==> config.mk <==
export PLATFORM = sky130hd
export DESIGN_NAME = slurm16_cpu_writeback_flat
export DESIGN_NICKNAME = d
export VERILOG_FILES = /design/src/rtl/slurm16_cpu_pkg.sv /design/src/rtl/slurm16_cpu_writeback_if.sv /design/src/rtl/slurm16_cpu_wb_fifo.sv /design/src/rtl/slurm16_cpu_writeback.sv /design/src/flat_wrapper.sv
export SDC_FILE = /design/constraint.sdc
export NUM_CORES = 1
export LEC_CHECK = 0
export CORE_MARGIN = 4
export CORE_UTILIZATION = 35
export DETAILED_ROUTE_END_ITERATION = 10
export GPL_ROUTABILITY_DRIVEN = 0
export PLACE_DENSITY = 0.6
export SLEW_MARGIN = 20
export SYNTH_ARGS = -nofsm -noshare
export SYNTH_HDL_FRONTEND = slang
export SYNTH_SLANG_ARGS = --single-unit
export TNS_END_PERCENT = 100
==> constraint.sdc <==
create_clock -name CLK -period 2.7 [get_ports CLK]
set_clock_uncertainty 0.2 [all_clocks]
set_input_delay 0.54 -clock CLK [delete_from_list [all_inputs] [get_ports CLK]]
set_output_delay 0.54 -clock CLK [all_outputs]
set_load 0.01 [all_outputs]
==> src/rtl/slurm16_cpu_pkg.sv <==
// Shared constants for the slurm16 CPU pipeline blocks.
package slurm16_cpu_pkg;
  localparam int REG_BITS_DEF = 4;
  localparam int BITS_DEF     = 16;
  localparam int REG_ZERO     = 0;
endpackage

==> src/rtl/slurm16_cpu_writeback_if.sv <==
// Writeback stage bus: ALU result handshake, load issue/return, hazard query, regfile write port.
interface slurm16_cpu_writeback_if
  import slurm16_cpu_pkg::*;
#(
  parameter int REG_BITS = REG_BITS_DEF,
  parameter int BITS     = BITS_DEF
);
  logic                alu_valid;
  logic [REG_BITS-1:0] alu_reg;
  logic [BITS-1:0]     alu_data;
  logic                alu_ready;
  logic                load_issue;
  logic [REG_BITS-1:0] load_issue_reg;
  logic                load_valid;
  logic [REG_BITS-1:0] load_reg;
  logic [BITS-1:0]     load_data;
  logic [REG_BITS-1:0] hazA_reg;
  logic [REG_BITS-1:0] hazB_reg;
  logic                hazA;
  logic                hazB;
  logic [REG_BITS-1:0] regIn;
  logic [BITS-1:0]     regIn_data;

  modport slave (
    input  alu_valid, alu_reg, alu_data, load_issue, load_issue_reg,
           load_valid, load_reg, load_data, hazA_reg, hazB_reg,
    output alu_ready, hazA, hazB, regIn, regIn_data
  );

  modport master (
    output alu_valid, alu_reg, alu_data, load_issue, load_issue_reg,
           load_valid, load_reg, load_data, hazA_reg, hazB_reg,
    input  alu_ready, hazA, hazB, regIn, regIn_data
  );
endinterface

==> src/rtl/slurm16_cpu_wb_fifo.sv <==
// Small sync FIFO for ALU results; exposes every slot's register index so
// the hazard logic can see destinations still waiting to be written.
module slurm16_cpu_wb_fifo #(
  parameter int DEPTH  = 2,
  parameter int REG_W  = 4,
  parameter int DATA_W = 16
) (
  input  logic                         clk,
  input  logic                         rst,
  input  logic                         push,
  input  logic [REG_W-1:0]             push_reg,
  input  logic [DATA_W-1:0]            push_data,
  input  logic                         pop,
  output logic [REG_W-1:0]             head_reg,
  output logic [DATA_W-1:0]            head_data,
  output logic                         full,
  output logic                         empty,
  output logic [DEPTH-1:0][REG_W-1:0]  entry_reg,
  output logic [DEPTH-1:0]             entry_vld
);
  localparam int PW = $clog2(DEPTH);
  localparam int CW = PW + 1;

  logic [PW-1:0]                wr_ptr_q, wr_ptr_d, rd_ptr_q, rd_ptr_d;
  logic [CW-1:0]                count_q, count_d;
  logic [DEPTH-1:0][REG_W-1:0]  reg_mem_q, reg_mem_d;
  logic [DEPTH-1:0][DATA_W-1:0] data_mem_q, data_mem_d;

  always_comb begin
    wr_ptr_d   = wr_ptr_q;
    rd_ptr_d   = rd_ptr_q;
    reg_mem_d  = reg_mem_q;
    data_mem_d = data_mem_q;
    if (push) begin
      reg_mem_d[wr_ptr_q]  = push_reg;
      data_mem_d[wr_ptr_q] = push_data;
      wr_ptr_d             = wr_ptr_q + PW'(1);
    end
    if (pop) rd_ptr_d = rd_ptr_q + PW'(1);
    count_d = count_q + CW'(push) - CW'(pop);
  end

  always_ff @(posedge clk) begin
    if (rst) begin
      wr_ptr_q <= '0;
      rd_ptr_q <= '0;
      count_q  <= '0;
    end else begin
      wr_ptr_q <= wr_ptr_d;
      rd_ptr_q <= rd_ptr_d;
      count_q  <= count_d;
    end
  end

  // Payload needs no reset: entry_vld masks stale slots.
  always_ff @(posedge clk) begin
    reg_mem_q  <= reg_mem_d;
    data_mem_q <= data_mem_d;
  end

  assign head_reg  = reg_mem_q[rd_ptr_q];
  assign head_data = data_mem_q[rd_ptr_q];
  assign full      = (count_q == CW'(DEPTH));
  assign empty     = (count_q == '0);
  assign entry_reg = reg_mem_q;

  for (genvar i = 0; i < DEPTH; i++) begin : g_vld
    localparam logic [PW-1:0] IDX = PW'(i);
    logic [PW-1:0] off;
    assign off          = IDX - rd_ptr_q;
    assign entry_vld[i] = ({1'b0, off} < count_q);
  end
endmodule

==> src/rtl/slurm16_cpu_writeback.sv <==
// Writeback stage: arbitrates loads, buffered and direct ALU results onto the
// single regfile write port, and tracks outstanding loads for decode hazards.
module slurm16_cpu_writeback
  import slurm16_cpu_pkg::*;
#(
  parameter int REG_BITS   = REG_BITS_DEF,
  parameter int BITS       = BITS_DEF,
  parameter int FIFO_DEPTH = 2
) (
  input logic                    CLK,
  input logic                    RSTb,
  slurm16_cpu_writeback_if.slave wb
);
  localparam int NREG = 2 ** REG_BITS;
  localparam logic [REG_BITS-1:0] R0 = REG_BITS'(REG_ZERO);

  logic                               alu_acc, sel_pop, sel_byp, fifo_push;
  logic                               fifo_full, fifo_empty;
  logic [REG_BITS-1:0]                head_reg;
  logic [BITS-1:0]                    head_data;
  logic [FIFO_DEPTH-1:0][REG_BITS-1:0] entry_reg;
  logic [FIFO_DEPTH-1:0]              entry_vld;
  logic [REG_BITS-1:0]                reg_in_q, reg_in_d;
  logic [BITS-1:0]                    reg_data_q, reg_data_d;
  logic [NREG-1:0]                    busy_q, busy_d;
  logic                               hit_a, hit_b;

  slurm16_cpu_wb_fifo #(
    .DEPTH (FIFO_DEPTH),
    .REG_W (REG_BITS),
    .DATA_W(BITS)
  ) u_fifo (
    .clk      (CLK),
    .rst      (RSTb),
    .push     (fifo_push),
    .push_reg (wb.alu_reg),
    .push_data(wb.alu_data),
    .pop      (sel_pop),
    .head_reg (head_reg),
    .head_data(head_data),
    .full     (fifo_full),
    .empty    (fifo_empty),
    .entry_reg(entry_reg),
    .entry_vld(entry_vld)
  );

  assign wb.alu_ready = !fifo_full;
  assign alu_acc      = wb.alu_valid && !fifo_full;
  assign sel_pop      = !wb.load_valid && !fifo_empty;
  assign sel_byp      = !wb.load_valid && fifo_empty && alu_acc;
  assign fifo_push    = alu_acc && !sel_byp;

  always_comb begin
    reg_in_d   = R0;
    reg_data_d = '0;
    if (wb.load_valid) begin
      reg_in_d   = wb.load_reg;
      reg_data_d = wb.load_data;
    end else if (sel_pop) begin
      reg_in_d   = head_reg;
      reg_data_d = head_data;
    end else if (sel_byp) begin
      reg_in_d   = wb.alu_reg;
      reg_data_d = wb.alu_data;
    end
  end

  // Set is applied after clear so a same-cycle reissue keeps the bit.
  always_comb begin
    busy_d = busy_q;
    if (wb.load_valid) busy_d[wb.load_reg] = 1'b0;
    if (wb.load_issue && wb.load_issue_reg != R0) busy_d[wb.load_issue_reg] = 1'b1;
    busy_d[0] = 1'b0;
  end

  always_ff @(posedge CLK) begin
    if (RSTb) begin
      reg_in_q   <= R0;
      reg_data_q <= '0;
      busy_q     <= '0;
    end else begin
      reg_in_q   <= reg_in_d;
      reg_data_q <= reg_data_d;
      busy_q     <= busy_d;
    end
  end

  assign wb.regIn      = reg_in_q;
  assign wb.regIn_data = reg_data_q;

  // regIn term: the regfile still returns old data during its write cycle.
  always_comb begin
    hit_a = 1'b0;
    hit_b = 1'b0;
    for (int i = 0; i < FIFO_DEPTH; i++) begin
      if (entry_vld[i] && entry_reg[i] == wb.hazA_reg) hit_a = 1'b1;
      if (entry_vld[i] && entry_reg[i] == wb.hazB_reg) hit_b = 1'b1;
    end
    wb.hazA = (wb.hazA_reg != R0) &&
              (busy_q[wb.hazA_reg] || hit_a || reg_in_q == wb.hazA_reg);
    wb.hazB = (wb.hazB_reg != R0) &&
              (busy_q[wb.hazB_reg] || hit_b || reg_in_q == wb.hazB_reg);
  end
endmodule

==> src/flat_wrapper.sv <==
// flat-port wrapper written by rule: the top's interface ports become plain ports
module slurm16_cpu_writeback_flat import slurm16_cpu_pkg::*;
#(
  parameter int REG_BITS   = REG_BITS_DEF,
  parameter int BITS       = BITS_DEF,
  parameter int FIFO_DEPTH = 2
)
  (CLK, RSTb, wb_alu_valid, wb_alu_reg, wb_alu_data, wb_load_issue, wb_load_issue_reg, wb_load_valid, wb_load_reg, wb_load_data, wb_hazA_reg, wb_hazB_reg, wb_alu_ready, wb_hazA, wb_hazB, wb_regIn, wb_regIn_data);
  slurm16_cpu_writeback_if #(.REG_BITS(REG_BITS), .BITS(BITS)) wb_i ();
  input logic CLK;
  input logic RSTb;
  input wire logic [$bits(wb_i.alu_valid)-1:0] wb_alu_valid;
  input wire logic [$bits(wb_i.alu_reg)-1:0] wb_alu_reg;
  input wire logic [$bits(wb_i.alu_data)-1:0] wb_alu_data;
  input wire logic [$bits(wb_i.load_issue)-1:0] wb_load_issue;
  input wire logic [$bits(wb_i.load_issue_reg)-1:0] wb_load_issue_reg;
  input wire logic [$bits(wb_i.load_valid)-1:0] wb_load_valid;
  input wire logic [$bits(wb_i.load_reg)-1:0] wb_load_reg;
  input wire logic [$bits(wb_i.load_data)-1:0] wb_load_data;
  input wire logic [$bits(wb_i.hazA_reg)-1:0] wb_hazA_reg;
  input wire logic [$bits(wb_i.hazB_reg)-1:0] wb_hazB_reg;
  output wire logic [$bits(wb_i.alu_ready)-1:0] wb_alu_ready;
  output wire logic [$bits(wb_i.hazA)-1:0] wb_hazA;
  output wire logic [$bits(wb_i.hazB)-1:0] wb_hazB;
  output wire logic [$bits(wb_i.regIn)-1:0] wb_regIn;
  output wire logic [$bits(wb_i.regIn_data)-1:0] wb_regIn_data;
  assign wb_i.alu_valid = wb_alu_valid;
  assign wb_i.alu_reg = wb_alu_reg;
  assign wb_i.alu_data = wb_alu_data;
  assign wb_i.load_issue = wb_load_issue;
  assign wb_i.load_issue_reg = wb_load_issue_reg;
  assign wb_i.load_valid = wb_load_valid;
  assign wb_i.load_reg = wb_load_reg;
  assign wb_i.load_data = wb_load_data;
  assign wb_i.hazA_reg = wb_hazA_reg;
  assign wb_i.hazB_reg = wb_hazB_reg;
  assign wb_alu_ready = wb_i.alu_ready;
  assign wb_hazA = wb_i.hazA;
  assign wb_hazB = wb_i.hazB;
  assign wb_regIn = wb_i.regIn;
  assign wb_regIn_data = wb_i.regIn_data;
  slurm16_cpu_writeback #(.REG_BITS(REG_BITS), .BITS(BITS), .FIFO_DEPTH(FIFO_DEPTH)) u_core (.CLK(CLK), .RSTb(RSTb), .wb(wb_i));
endmodule
# Word-level counts from Yosys, hierarchy flattened
# Cells that the tools add are included.
# classes
add_sub_neg	6
order_cmp	11
eq_ne	7
mux	30
n_bitwise	3
n_reduce_logical	27
# op_table
op	count
$mux W16	8
$bwmux W32	1
$eq A4 B4 Y1	6
$mux W4	6
$lt A4 B5 Y1 const B	4
$and A16 B16 Y16	1
$demux W16 S1	1
$not A16 Y16	1
$or A16 B16 Y16	1
$logic_and A1 B1 Y1	15
$reduce_bool A4 Y1	3
$bmux W1 S4	2
$bwmux W8	1
$demux W1 S4	2
$ge A4 B1 Y1 const B	2
$mux W1	8
$demux W4 S1	1
$logic_not A1 Y1	4
$logic_or A1 B1 Y1	4
$lt A1 B2 Y1	2
$lt A1 B2 Y1 const B	2
$add A1 B1 Y1 const B	2
$add A2 B1 Y2	1
$eq A2 B2 Y1 const B	1
other kinds (4)	5
# totals
regBits	80
input_bits	57

# Logic depth before layout (Yosys ltp)
# depth
ltp_word	9
mapped_depth	10

# Modules after synthesis
# From an unflattened synthesis, not the netlist that was laid out.
# hier_totals
cells_unflattened	305
hier_area_um2	3661.0
# modules_own_cells
mod	n_inst	cells_per_inst	area_per_inst_um2	seq_area_each_um2
slurm16_cpu_writeback	1	222	2004.4	700.7
slurm16_cpu_wb_fifo	1	83	1656.6	1281.2

# Least setup slack after synthesis
# Ideal clock, no wire load.
# synth_path
path_kind	in2reg
start	input port wb_alu_valid
end	register u_core.u_fifo.data_mem_q[0] (netlist bit), enable pin
arrival_ns	1.871
t_required_ns	2.103
slack_ns	0.232
cell_stages	3
n_path_buf	1
cell_sequence	clkbuf_1 > o21ai_1 > nor2_1
# synth_via
elab_chain_len	4
# synth_lines
element	line	rtl
start: declaration	flat_wrapper.sv:12	input wire logic [$bits(wb_i.alu_valid)-1:0] wb_alu_valid;
$logic_and A1 B1 Y1 (*)	slurm16_cpu_writeback.sv:48	assign alu_acc = wb.alu_valid && !fifo_full;
$logic_and A1 B1 Y1	slurm16_cpu_writeback.sv:50	assign sel_byp = !wb.load_valid && fifo_empty && alu_acc;
$logic_not A1 Y1	slurm16_cpu_writeback.sv:51	assign fifo_push = alu_acc && !sel_byp;
$logic_and A1 B1 Y1 (*)	slurm16_cpu_writeback.sv:51	
end signal: assignment	slurm16_cpu_wb_fifo.sv:58	data_mem_q <= data_mem_d;
end: declaration	slurm16_cpu_wb_fifo.sv:27	logic [DEPTH-1:0][DATA_W-1:0] data_mem_q, data_mem_d;
# Every way passes the cells marked *; elsewhere a longest branch is shown, timed or not.
# A chain may end at the register's enable or synchronous reset.

# Worst setup path in the final report
# layout_path
start	input port wb_hazB_reg[1]
end	output port wb_hazB
# layout_via
elab_chain_len	7
word_cells_on_any_way	13
classes_between	eq/ne: 3; mux: 4; reduce/logical: 6
# layout_lines
element	line	rtl
start: declaration	flat_wrapper.sv:21	input wire logic [$bits(wb_i.hazB_reg)-1:0] wb_hazB_reg;
$eq A4 B4 Y1	slurm16_cpu_writeback.sv:97	if (entry_vld[i] && entry_reg[i] == wb.hazB_reg) hit_b = 1'b1;
$logic_and A1 B1 Y1	slurm16_cpu_writeback.sv:97	
$mux W1 (2 in series)	slurm16_cpu_writeback.sv:97	
$logic_or A1 B1 Y1 (2 in series)	slurm16_cpu_writeback.sv:102	(busy_q[wb.hazB_reg] || hit_b || reg_in_q == wb.hazB_reg);
$logic_and A1 B1 Y1 (*)	slurm16_cpu_writeback.sv:101	wb.hazB = (wb.hazB_reg != R0) &&
end: declaration	flat_wrapper.sv:24	output wire logic [$bits(wb_i.hazB)-1:0] wb_hazB;
# Every way passes the cells marked *; elsewhere a longest branch is shown, timed or not. The select of a mux whose other input is x is not followed.

==> run summary <==
initial antenna violation count -> 0
fraction of layout cells with a size suffix above 1 -> 0.149
final setup fails -> 0
Hold Buf Count CTS -> 0
post-layout minimum cycle time -> 2.62 ns
cells on worst reg2reg path -> 9
GRT overflow -> 0
FF-to-FF Start -> u_core.u_fifo.count_q[1]$_SDFF_PP0_
Synth Cell Area -> 0.00376 mm^2
Tot Pwr -> 3.53 mW
Final Max Slew Viols -> 0
Unique masters post-synth -> 42
most common cell after layout, fill and taps aside -> clkdlybuf4s50_1
CTS root buf -> clkbuf_8
asr flop ratio synth -> 0
Final Hold Vio Count -> 0
post-synth top area share -> 0.319
pin count of the biggest net entering global routing -> 41
n_diodes -> 0
global-route wire length before repair -> 14.6 mm
# rows -> 37
number of buffers created by CTS -> 9
DR WL/cell -> 15.4 um
Max-cap violations -> 0
min-delay src -> u_core.busy_q[10]$_SDFF_PP0_
clock sinks -> 79
syn_nets -> 413
Biggest register -> u_core.u_fifo.data_mem_q
vias in the first global route -> 2963
most frequent cells in the layout -> 69 x clkdlybuf4s50_1, 61 x a21oi_1, 40 x edfxtp_1, 39 x dfxtp_1, 32 x nor2_1
Worst Setup Path Type -> input pin to primary output
sequential area share after synthesis -> 0.527
Vias per Instance -> 5.10
dpl cells -> 572
maximum clock frequency -> 0.382 GHz
CTS tree -> yes
hold depth -> 2
Die W -> 112 um
Final WS setup -> 0.0849 ns
Main synth FF type -> edfxtp_1
Die ar. -> 0.0125 mm^2
part of the cycle the worst path needs -> 0.969
leakage -> 1.77 nW
Worst-Skew Late Latency -> 0.34 ns
worst rel slew slack -> 0.718
core area -> 0.0104 mm^2
drt initial violations -> 192
crit-path max FO -> 7
Least-Margin Pin Slew -> 0.424 ns
RSZ-0062 raised after global routing -> false
I/O Pins -> 80
Mean Syn Cell Area -> 10.6 um^2
Power Density -> 698 mW/mm^2
CP startpoint kind -> input pin
CTS Buffer Depth -> 2
Max H-tree Level -> 3
reg2reg setup slack -> 0.66 ns
DRT Pass-1 Iters -> 4
synth top area cells -> edfxtp_1 32%, dfxtp_1 21%, a21oi_1 8.1%
Worst EP required -> 1.96 ns
final WL -> 9.15 mm
port bufs -> 79
status -> complete, no violations
area added between synthesis and finish -> 34.5%
capturing point of the worst reg2reg path -> u_core.u_fifo.count_q[1]$_SDFF_PP0_
final-stage net count -> 510
CP arrival -> 1.88 ns
dpl hpwl -> 6.48 mm
EDFF count, synth -> 40
Post-Synthesis Cells -> 354
Worst Hold Path EP -> u_core.busy_q[10]$_SDFF_PP0_
fin cells -> 592
post-placement worst setup slack -> -0.634 ns
Total Routing Usage GR -> 0.147
CTS clk-pin slew, worst paths -> 0.08 ns
VDD IR max -> 0.315 mV
fin area -> 0.00506 mm^2
area leader, netlist -> edfxtp_1
max FFs per register -> 32
worst min-delay path class -> flop to flop
vias -> 3021
ANT nets after route -> 0
Cell Area, Placed -> 0.00481 mm^2
Ys Warns -> 0
Residual DRC -> 0
Post-Route Setup TNS -> 0 ns
synthesis-stage register bit count -> 79
initial cell density of the core -> 0.361
crit path capture type -> primary output
die span in y -> 112 um
-- power by group --
part	internal, mW	switching, mW
Clock	0.529	0.433
Combinational	0.520	0.577
Sequential	1.41	0.0617
Total	2.46	1.07
-- worst max path at each step --
| stage | start | endpoint | slack (ns) | cells past startpoint |
|---|---|---|---|---|
| final | wb_hazB_reg[1] | wb_hazB | 0.08 | 9 |
| after global routing | wb_hazA_reg[1] | wb_hazA | 0.00008 | 7 |
| after CTS | wb_hazA_reg[2] | wb_hazA | 0.01 | 7 |
| after detailed placement | wb_hazA_reg[2] | wb_hazA | -0.63 | 7 |
| after global placement | wb_hazA_reg[2] | wb_hazA | -0.60 | 7 |
| after floorplan | wb_alu_valid | u_core.u_fifo.data_mem_q[0]$_DFFE_PP_ | 0.23 | 3 |
-- routing by layer --
metal | vias to the layer above | global-route usage | share of wire
met2 | 93 | 0.233 | 0.47
met3 | 16 | 0.0326 | 0.058
met4 | 0 | 0.0641 | 0.017
met1 | 1420 | 0.193 | 0.46
li1 | 1492 | - | -
met5 | - | 0 | 0
-- cell families (layout without fill, tap and decap cells) --
| kind of cell | Yosys count | count (layout) | synth area share |
|---|---|---|---|
| compound gates | 105 | 105 | 0.161 |
| xor+xnor | 26 | 26 | 0.0605 |
| fa+ha+maj | 2 | 2 | 0.00665 |
| buf+inv | 31 | 133 | 0.0455 |
| flops | 79 | 79 | 0.527 |
| mux | 29 | 29 | 0.0984 |
| simple gates | 82 | 82 | 0.101 |
-- critical path: stages --
cell and delay (ns):
dlygate4sd2_1 0.24, buf_6 0.13, buf_4 0.13, xnor2_1 0.15, nand4_1 0.13, o32ai_1 0.14
nor2_1 0.08, a21oi_1 0.17, buf_2 0.16
-- layout make-up --
cell class | instances | area [um^2]
clock inverters | 6 | 92.6
repair buffers | 113 | 1050
inverters | 4 | 15.0
fillers | 998 | 5360
flip-flops and latches | 79 | 1980
clock buffers | 10 | 128
well taps | 136 | 170
multi-input cells | 244 | 1620
-- synthesized netlist by cell type (2+ instances only) --
cell type and count:
a211oi_1 19, a21oi_1 61, a31oi_1 2, buf_2 9, buf_6 3, clkbuf_1 11
clkbuf_8 2, dfxtp_1 39, edfxtp_1 40, ha_1 2, inv_1 4, mux2i_1 22
mux4_2 5, nand2_1 18, nand2b_1 3, nand3_1 7, nand3b_1 2, nand4_1 4
nor2_1 34, nor2b_1 4, nor4_1 3, o21ai_0 14, o21ai_1 2, or2_2 2
xnor2_1 18, xor2_1 8
-- stage by stage --
stage | hold slack, ns | utilization
global route | 0.321 | 0.486
CTS | 0.306 | 0.486
detailed placement | 0.290 | 0.462
finish | 0.304 | 0.486
global placement | 0.285 | 0.462
floorplan | 0.255 | -
-- what timing repair did --
| item | in CTS | in global routing |
|---|---|---|
| gates cloned | 0 | 0 |
| setup buffers | 4 | 0 |
| endpoints found under the setup margin | 2 | 2 |
| pin swaps | 5 | 4 |
| gates resized for setup | 24 | 7 |
| hold endpoints to repair | 0 | 0 |
No activity file was read; power rests on OpenSTA's default activity.
